## src/rtl/clk_div_bank_pkg.sv

```systemverilog
// Shared constants for the game-speed clock divider bank and the level mux
// that selects one of its outputs.
package clk_div_bank_pkg;

    // Counter width and default half-periods for a 50 MHz board clock.
    localparam int CNT_W = 26;
    localparam int HALF1 = 25_000_000;  // 1 Hz
    localparam int HALF2 = 12_500_000;  // 2 Hz
    localparam int HALF3 = 6_250_000;   // 4 Hz
    localparam int HALF4 = 3_125_000;   // 8 Hz

    // Level select encoding used by the downstream 4:1 mux.
    localparam int LEVEL_W = 2;

    typedef enum logic [LEVEL_W-1:0] {
        LEVEL_1HZ = 2'd0,
        LEVEL_2HZ = 2'd1,
        LEVEL_4HZ = 2'd2,
        LEVEL_8HZ = 2'd3
    } level_e;

endpackage

```

## src/rtl/clk_div_bank_half_period_divider.sv

```systemverilog
// One divider channel: a registered 50% square wave whose level flips every
// HALF enabled cycles, plus a one-cycle tick on each 0->1 transition.
module half_period_divider #(
    parameter int CNT_W = 26,
    parameter int HALF  = 25_000_000
) (
    input  logic clk,
    input  logic rst_n,
    input  logic en,
    input  logic restart,
    output logic wave,
    output logic tick
);

    // Terminal count: the counter runs 0..HALF-1 and never beyond.
    localparam logic [CNT_W-1:0] LAST = CNT_W'(HALF - 1);

    logic [CNT_W-1:0] cnt_q, cnt_d;
    logic             wave_q, wave_d;
    logic             tick_q, tick_d;

    // Next state: restart beats enable; a disabled cycle holds phase but drops the tick.
    always_comb begin
        cnt_d  = cnt_q;
        wave_d = wave_q;
        tick_d = 1'b0;
        if (restart) begin
            cnt_d  = '0;
            wave_d = 1'b0;
        end else if (en) begin
            if (cnt_q == LAST) begin
                cnt_d  = '0;
                wave_d = ~wave_q;
                tick_d = ~wave_q;   // only when the wave is about to go high
            end else begin
                cnt_d = cnt_q + 1'b1;
            end
        end
    end

    // State registers with asynchronous clear.
    always_ff @(posedge clk or negedge rst_n) begin
        if (!rst_n) begin
            cnt_q  <= '0;
            wave_q <= 1'b0;
            tick_q <= 1'b0;
        end else begin
            cnt_q  <= cnt_d;
            wave_q <= wave_d;
            tick_q <= tick_d;
        end
    end

    assign wave = wave_q;
    assign tick = tick_q;

endmodule

```

## src/rtl/clk_div_bank.sv

```systemverilog
// Bank of four independent half-period dividers producing the game-speed
// square waves cl1..cl4 and their rising-edge ticks. All outputs are flops
// in the board-clock domain and are meant to be used as data or enables.
module clk_div_bank
    import clk_div_bank_pkg::*;
#(
    parameter int CNT_W = clk_div_bank_pkg::CNT_W,
    parameter int HALF1 = clk_div_bank_pkg::HALF1,
    parameter int HALF2 = clk_div_bank_pkg::HALF2,
    parameter int HALF3 = clk_div_bank_pkg::HALF3,
    parameter int HALF4 = clk_div_bank_pkg::HALF4
) (
    input  logic clk,
    input  logic rst_n,
    input  logic en,
    input  logic restart,
    output logic cl1,
    output logic cl2,
    output logic cl3,
    output logic cl4,
    output logic tick1,
    output logic tick2,
    output logic tick3,
    output logic tick4
);

    half_period_divider #(.CNT_W(CNT_W), .HALF(HALF1)) u_div1 (
        .clk(clk), .rst_n(rst_n), .en(en), .restart(restart),
        .wave(cl1), .tick(tick1)
    );

    half_period_divider #(.CNT_W(CNT_W), .HALF(HALF2)) u_div2 (
        .clk(clk), .rst_n(rst_n), .en(en), .restart(restart),
        .wave(cl2), .tick(tick2)
    );

    half_period_divider #(.CNT_W(CNT_W), .HALF(HALF3)) u_div3 (
        .clk(clk), .rst_n(rst_n), .en(en), .restart(restart),
        .wave(cl3), .tick(tick3)
    );

    half_period_divider #(.CNT_W(CNT_W), .HALF(HALF4)) u_div4 (
        .clk(clk), .rst_n(rst_n), .en(en), .restart(restart),
        .wave(cl4), .tick(tick4)
    );

endmodule

```

## config.mk

```make
export PLATFORM = sky130hd
export DESIGN_NAME = clk_div_bank
export DESIGN_NICKNAME = d
export VERILOG_FILES = /design/src/rtl/clk_div_bank_pkg.sv /design/src/rtl/clk_div_bank_half_period_divider.sv /design/src/rtl/clk_div_bank.sv
export SDC_FILE = /design/constraint.sdc
export NUM_CORES = 1
export LEC_CHECK = 0
export CORE_ASPECT_RATIO = 0.75
export CORE_MARGIN = 2
export CORE_UTILIZATION = 40
export CTS_BUF_LIST = sky130_fd_sc_hd__clkbuf_4 sky130_fd_sc_hd__clkbuf_8
export CTS_CLUSTER_DIAMETER = 40
export DETAILED_ROUTE_END_ITERATION = 8
export PLACE_DENSITY_LB_ADDON = 0.15
export SYNTH_ARGS = -nofsm -noshare
export SYNTH_HDL_FRONTEND = slang
export SYNTH_HIERARCHICAL = 1
export SYNTH_SLANG_ARGS = --single-unit
```

## constraint.sdc

```tcl
create_clock -name clk -period 2.2 [get_ports clk]
set_clock_uncertainty 0.05 [all_clocks]
set_input_delay 0.44 -clock clk [delete_from_list [all_inputs] [get_ports clk]]
set_output_delay 0.44 -clock clk [all_outputs]
set_load 0.05 [all_outputs]
```

After elaboration in Yosys (flattened, before gate mapping)
Index checks and enable logic that the tools add are counted.
{ "totals": {"output_inout_bits": 8, "inputBits": 4, "wordCells": 69, "regBits": 112} }
{ "op_classes": {"n_addsub": 4, "n_reduce_logical": 9, "eq_ne": 4, "mux": 36, "n_bitwise": 4} }
{ "op_table": {"columns": ["cell", "n"], "rows": [
  ["two-way mux 26 bit", 12],
  ["adder 26 x 1 -> 26 bit, second input constant", 4],
  ["equality test 26 x 22 -> 1 bit, second input constant", 1],
  ["equality test 26 x 23 -> 1 bit, second input constant", 1],
  ["equality test 26 x 24 -> 1 bit, second input constant", 1],
  ["equality test 26 x 25 -> 1 bit, second input constant", 1],
  ["two-way mux 1 bit", 24],
  ["nonzero test 2 bit", 5],
  ["AND reduction 2 bit", 4],
  ["NOT 1 bit", 4]
]} }

Longest topological paths before layout
{ "depth": {"ltp_word": 4, "mapped_depth": 8, "mapped_depth_nobuf": 6} }

Hierarchy
Netlist, hierarchy kept.
{ "modules_own_cells": {"columns": ["module", "cells_each", "seq_area_each_um2", "instances", "area_per_inst_um2"], "rows": [
  ["half_period_divider at u_div2", 197, 700.7, 1, 1801.7],
  ["half_period_divider at u_div4", 185, 700.7, 1, 1712.9],
  ["half_period_divider at u_div3", 187, 700.7, 1, 1684.1],
  ["half_period_divider at u_div1", 173, 700.7, 1, 1571.5]
]} }

Worst setup path before layout
OpenSTA, ideal clock, no wires.
{ "synth_path": {"path_kind": "register -> register", "startpoint": "register u_div1.cnt_q[9]", "endpoint": "register u_div1.cnt_q[19]", "path_slack_ns": 0.156, "arrival_time_ns": 1.867, "path_buffers": 2, "setup_time_ns": 0.126, "required_ns": 2.024, "stages_incl_launch_ff": 8, "period_less_slack_ns": 2.044, "path_cell_list": "dfrtp_1 > buf_6 > nor4b_4 > nand4b_2 > or3_1 > buf_6 > and4_4 > a311o_1"} }
{ "synth_via": {"elab_chain_len": 4, "elab_cells_between_ends": 5, "cone_classes": "add/sub: 1; eq/ne: 1; mux: 3"} }
{ "synth_lines": {"columns": ["item", "line_no", "source"], "rows": [
  ["start, declared", "clk_div_bank_half_period_divider.sv:18", "logic [CNT_W-1:0] cnt_q, cnt_d;"],
  ["start signal, assigned", "clk_div_bank_half_period_divider.sv:48", "cnt_q <= cnt_d;"],
  ["adder 26 x 1 -> 26 bit / equality test 26 x 25 -> 1 bit (equally long branches)", "clk_div_bank_half_period_divider.sv:36, clk_div_bank_half_period_divider.sv:31", null],
  ["two-way mux 26 bit *", "clk_div_bank_half_period_divider.sv:31", "if (cnt_q == LAST) begin"],
  ["two-way mux 26 bit *", "clk_div_bank_half_period_divider.sv:30", "end else if (en) begin"],
  ["two-way mux 26 bit *", "clk_div_bank_half_period_divider.sv:27", "if (restart) begin"]
]} }
Mark *: on every way between the ends. The rest lies on a longest branch, timed or not. The select of a mux whose other input is x is not followed.
A chain may end at the register's enable or synchronous reset.

Worst setup path after layout
{ "layout_path": {"startpoint": "register u_div3.wave_q (netlist: u_div3/wave)", "endpoint": "output cl3"} }
{ "layout_rtl": {"columns": ["item", "line_no", "source"], "rows": [
  ["start, declared", "clk_div_bank_half_period_divider.sv:19", "logic wave_q, wave_d;"],
  ["start signal, assigned", "clk_div_bank_half_period_divider.sv:49", "wave_q <= wave_d;"],
  ["end, declared", "clk_div_bank.sv:19", "output logic cl3,"]
]} }
No word-level cell between the ends.

==> results_dict.tcl <==
set metrics [dict create \
    outcome "completed" \
    whs_ns 0.366 \
    drive_gt1_frac 0.145 \
    cts_buffer_depth 2 \
    yosysMostFrequentCell "dfrtp_1" \
    synth_area_leaders "dfrtp_1 41%, nor2_1 4.6%, nand2_1 4.0%" \
    clock_sinks 112 \
    io_pins 12 \
    p_per_area_nw_per_um2 459 \
    critPathMaxFanout 4 \
    die-height_um 117 \
    worst_pin_slew_ns 0.658 \
    crit_type "reg -> out" \
    clockRootBuffer "clkbuf_8" \
    yosys.area.top_type "dfrtp_1" \
    critical_path_buf_inv_count 1 \
    setup_tns_ns 0 \
    drv_cap 0 \
    synth-edff-count 0 \
    dp_hpwl_mm 12.0 \
    antenna_found_initial 0 \
    drt_iter0_markers 521 \
    crit_path_end_kind "output pin" \
    synthDistinctLibCells 78 \
    rows 41 \
    synthFlopType "dfrtp_1" \
    antenna_cells 0 \
    grt_pass1_vias 5709 \
    yosysTopAreaCellShare 0.414 \
    required_ns 1.71 \
    final_util 0.453 \
    arrival_ns 1.61 \
    wl_mm 17.1 \
    finalHoldViolations 0 \
    yosys_warnings 6 \
    syn-num-nets 750 \
    cts-buffers-inserted 9 \
    grt_use_total 0.201 \
    worst_path_max_delay_cell "clkdlybuf4s50_1" \
    rsz0062_at_grt "no" \
    vias_per_cell 6.06 \
    drv_slew 0 \
    tritoncts "yes" \
    synth.avg_cell_area_um2 9.12 \
    max-slew-margin-rel 0.560 \
    worstSkewPairLatency_ns 0.38 \
    power_mw 3.47 \
    fin_ws_ns 0.101 \
    min_period_ns 2.10 \
    nNetsFinal 782 \
    wire_per_inst_um 17.3 \
    fin_crit_sh 0.954 \
    vdd_drop_max_v 0.000232 \
    core_um2 16700 \
    initial_utilization 0.406 \
    crit_family "buffers and inverters" \
    max_stage_delay_ns 0.82 \
    crit_chain "clkdlybuf4s50_1" \
    grt_pass1_wl_mm 29.3 \
    startpoint_type "register" \
    clk_pin_slew_ns 0.10 \
    die-area_um2 18000 \
    grt_start_max_net_pins 67 \
    setup_viol 0 \
    htree_levels 3 \
    antenna_left 0 \
    die_x_um 154 \
    synth_common_cells "112 x dfrtp_1, 83 x nor2_1, 73 x nand2_1" \
    vias 6009 \
    post_cts_buffers 0 \
    ys_seq_area_frac 0.414 \
    synth_area_um2 6770 \
    placement.io_buffers 11 \
    grt_overflow 0 \
    syn_inst 742 \
    clock.fmax_ghz 0.476 \
    ys_seq_elements 112 \
    hold_class "in -> reg" \
    gp_congestion 0.895 \
    dr.pass1.iters 6 \
    total_leakage_power_nw 2.97 \
    synthToLayoutAreaGrowth_pct 11.6 \
    async_reset_ff_frac 1.00 \
    drc_errors 0 \
    dp_slack_ns 0.0996 \
]
==> metal layers <==
layer  vias to the layer above  wire [um]  global-route usage
met3                        14       1060              0.0486
met2                       197       7540               0.309
li1                       2839          -                   -
met1                      2959       8400               0.291
met4                         0        143              0.0430
met5                         -          0                   0
==> final timing paths <==
kind	startpoint	endpoint	slack (ns)	cells after the start
worst max-delay path	u_div3/wave$_DFFE_PN0P_	cl3	0.10	1
worst min register to register	u_div1/wave$_DFFE_PN0P_	u_div1/tick$_DFF_PN0_	0.44	1
min in group asynchronous	rst_n	u_div4/cnt_q[12]$_DFFE_PN0P_	0.54	3
worst max register to register	u_div1/cnt_q[17]$_DFFE_PN0P_	u_div1/cnt_q[19]$_DFFE_PN0P_	0.12	5
max in group asynchronous	rst_n	u_div2/cnt_q[13]$_DFFE_PN0P_	1.23	3
worst min-delay path	en	u_div1/cnt_q[1]$_DFFE_PN0P_	0.37	3
==> worst register-to-register path: stages (launching register included) <==
cell,delay (ns)
dfrtp_1,0.46
nor4b_4,0.32
nand4b_2,0.19
or3_4,0.45
and4_4,0.19
a311o_1,0.31
==> cell usage in the layout, fill, tap and decap left out, types with 24 or more instances in the layout <==
cell	n
o21ai_0	24
a21oi_1	28
dfrtp_1	112
nor3_1	31
nor2_1	83
nand4_1	34
buf_4	43
nand3_1	33
nand2_1	73
==> kinds of logic after synthesis <==
family / after synthesis / synth area share
AOI/OAI and AO/OA: 133 / 0.136
xor gates and xnor gates: 41 / 0.0530
adders and majority gates: 4 / 0.00739
buffers and inverters: 55 / 0.0429
DFF: 112 / 0.414
muxes: 5 / 0.00795
and+or+nand+nor: 392 / 0.338
==> flip-flops by register name, indices dropped and copies added (netlist names) <==
| name | count |
|---|---|
| u_div1/cnt_q | 26 |
| u_div3/tick | 1 |
| u_div3/cnt_q | 26 |
| u_div2/wave | 1 |
| u_div1/wave | 1 |
| u_div4/cnt_q | 26 |
| u_div4/tick | 1 |
| u_div1/tick | 1 |
| u_div2/cnt_q | 26 |
| u_div3/wave | 1 |
| u_div4/wave | 1 |
| u_div2/tick | 1 |
==> area by class of cell <==
cell class	instances	area, um2
Multi-Input combinational cell	575	3730
Clock buffer	13	160
Clock inverter	1	5.00
Tap cell	215	269
Inverter	18	67.6
Timing Repair Buffer	58	518
Sequential cell	112	2800
Fill cell	1577	9120
==> through the flow <==
stage               instances  instance area [um2]
CTS                       992                 7500
global route              992                 7550
detailed placement        977                 7320
global placement          977                 7320
floorplan                 742                 6770
finish                    992                 7550
==> power by group <==
| group | internal, mW | switching, mW | total (mW) | leakage, nW |
|---|---|---|---|---|
| clock network | 0.470 | 0.687 | 1.16 | 0.0896 |
| logic | 0.0659 | 0.167 | 0.233 | 1.32 |
| registers | 2.07 | 0.0120 | 2.08 | 1.56 |
| total | 2.60 | 0.866 | 3.47 | 2.97 |
==> what timing repair did <==
item	in CTS	in global routing
resized for setup	0	9
endpoints found under the hold margin	46	0
endpoints found under the setup margin	0	16
hold buffers	1	0
(Power assumes the default switching activity.)
==> variant (config.mk and constraints unchanged) <==
Compare `cnt_q` against `LAST` with >= in place of ==.
--- a/src/rtl/clk_div_bank_half_period_divider.sv
+++ b/src/rtl/clk_div_bank_half_period_divider.sv
@@ -28,7 +28,7 @@
             cnt_d  = '0;
             wave_d = 1'b0;
         end else if (en) begin
-            if (cnt_q == LAST) begin
+            if (cnt_q >= LAST) begin
                 cnt_d  = '0;
                 wave_d = ~wave_q;
                 tick_d = ~wave_q;   // only when the wave is about to go high
Formal check against the unedited RTL: no difference found for any inputs over 10 cycles, from zero or initial values and one cycle with rst_n low; that may be too few to reach the edited logic, so the function may still have changed.
==> variant against the unedited design <==
- maximum frequency is 1.0% lower
- highest routed layer unchanged
- wire length fell by 30%
- area after synthesis decreased by 12%
- critical path type unchanged
- die area decreased by 12%
- power up 2.6%
- sequential cell count unchanged
- setup slack got worse by 21 ps
- critical endpoint is now cl2
- cell area down 11%
==> variant: results (changes against the unedited design) <==
setup_path:
  timing.rr.end: "u_div1/cnt_q[2]"  # was u_div1/cnt_q[19]
  rr_startpoint: "u_div1/cnt_q[10]"  # was u_div1/cnt_q[17]
  rrSetupSlack_ps: 90  # was 120 ps
  arrival_ps: 1630  # was 1610 ps
  reg2regPathDepth: 6  # was 5
yosys:
  synthTopCellsByArea: "dfrtp_1 47%, xnor2_1 6.6%, nor2_1 6.5%"  # was dfrtp_1 41%, nor2_1 4.6%, nand2_1 4.0%
  syn-num-nets: 619  # was 750
  synth_xor_area_frac: 0.117  # was 0.0530
  muxShareOfSynthArea: 0.00190  # was 0.00795
  synth_fa_ha_area_frac: 0.00844  # was 0.00739
min_path:
  hold_path.class: "reg -> reg"  # was in -> reg
  holdCritStartpoint: "u_div1/wave"  # was en
  min_to: "u_div1/tick"  # was u_div1/cnt_q[1]
global_route:
  met1_usage: 0.236  # was 0.291
  grt_pass1_vias: 4326  # was 5709
  grt_pass1_wl_um: 20900  # was 29300 µm
  globalRouteMet2Util: 0.252  # was 0.309
  track_usage: 0.166  # was 0.201
finish:
  fin_nets: 660  # was 782
  bufAreaShareNonClock: 0.0706  # was 0.0686
  multi_input_cells: 459  # was 575
  inverters: 21  # was 18
  fillCellCount: 1371  # was 1577
  n_clock_buffer: 10  # was 13
  clkCellAreaFrac: 0.0306  # was 0.0219
placement:
  dpl_worst_slack_ps: -299  # was 99.6 ps
  place.gp.congestion: 0.878  # was 0.895
  dpl.cell_count: 839  # was 977
drt:
  wl_met2_um: 5370  # was 7540 µm
  wl_met1_um: 6280  # was 8400 µm
  wire_per_inst_um: 14.1  # was 17.3 µm
  wl_um: 12100  # was 17100 µm
  num_vias: 4457  # was 6009
  drtPass1Iterations: 4  # was 6
power:
  p_int_mw: 2.69  # was 2.60 mW
  vdd_drop_max_mv: 0.319  # was 0.232 mV
  leakagePower_nw: 2.78  # was 2.97 nW
status:
  run_status: "finished, final reports clean"  # unchanged
variant: cell count changes after synthesis, sizes merged, moves of 17 or more:
| cell | delta |
|---|---|
| xnor2 | +25 |
| nor4 | -17 |
| nor2 | +32 |
| a32o | -21 |
| nand2 | -32 |
| o21ai | -27 |
variant: power by group through the flow:
stage	Sequential (mW)	Clock [mW]	Combinational (mW)
after floorplan	2.12	0	0.0876
after global placement	2.13	0	0.174
after detailed placement	2.13	0	0.177
after CTS	2.09	1.36	0.182
after global routing	2.09	1.44	0.206
final	2.09	1.29	0.181
variant: worst max path at each step:
stage,from,end,slack (ps)
3_3_place_gp,restart,u_div2/cnt_q[19],-270
5_1_grt,u_div1/cnt_q[8],u_div1/cnt_q[2],2
4_1_cts,u_div1/cnt_q[10],u_div1/cnt_q[16],30
3_5_place_dp,restart,u_div1/cnt_q[23],-300
6_report,u_div2/wave,cl2,80
2_1_floorplan,u_div1/cnt_q[8],u_div1/cnt_q[4],140
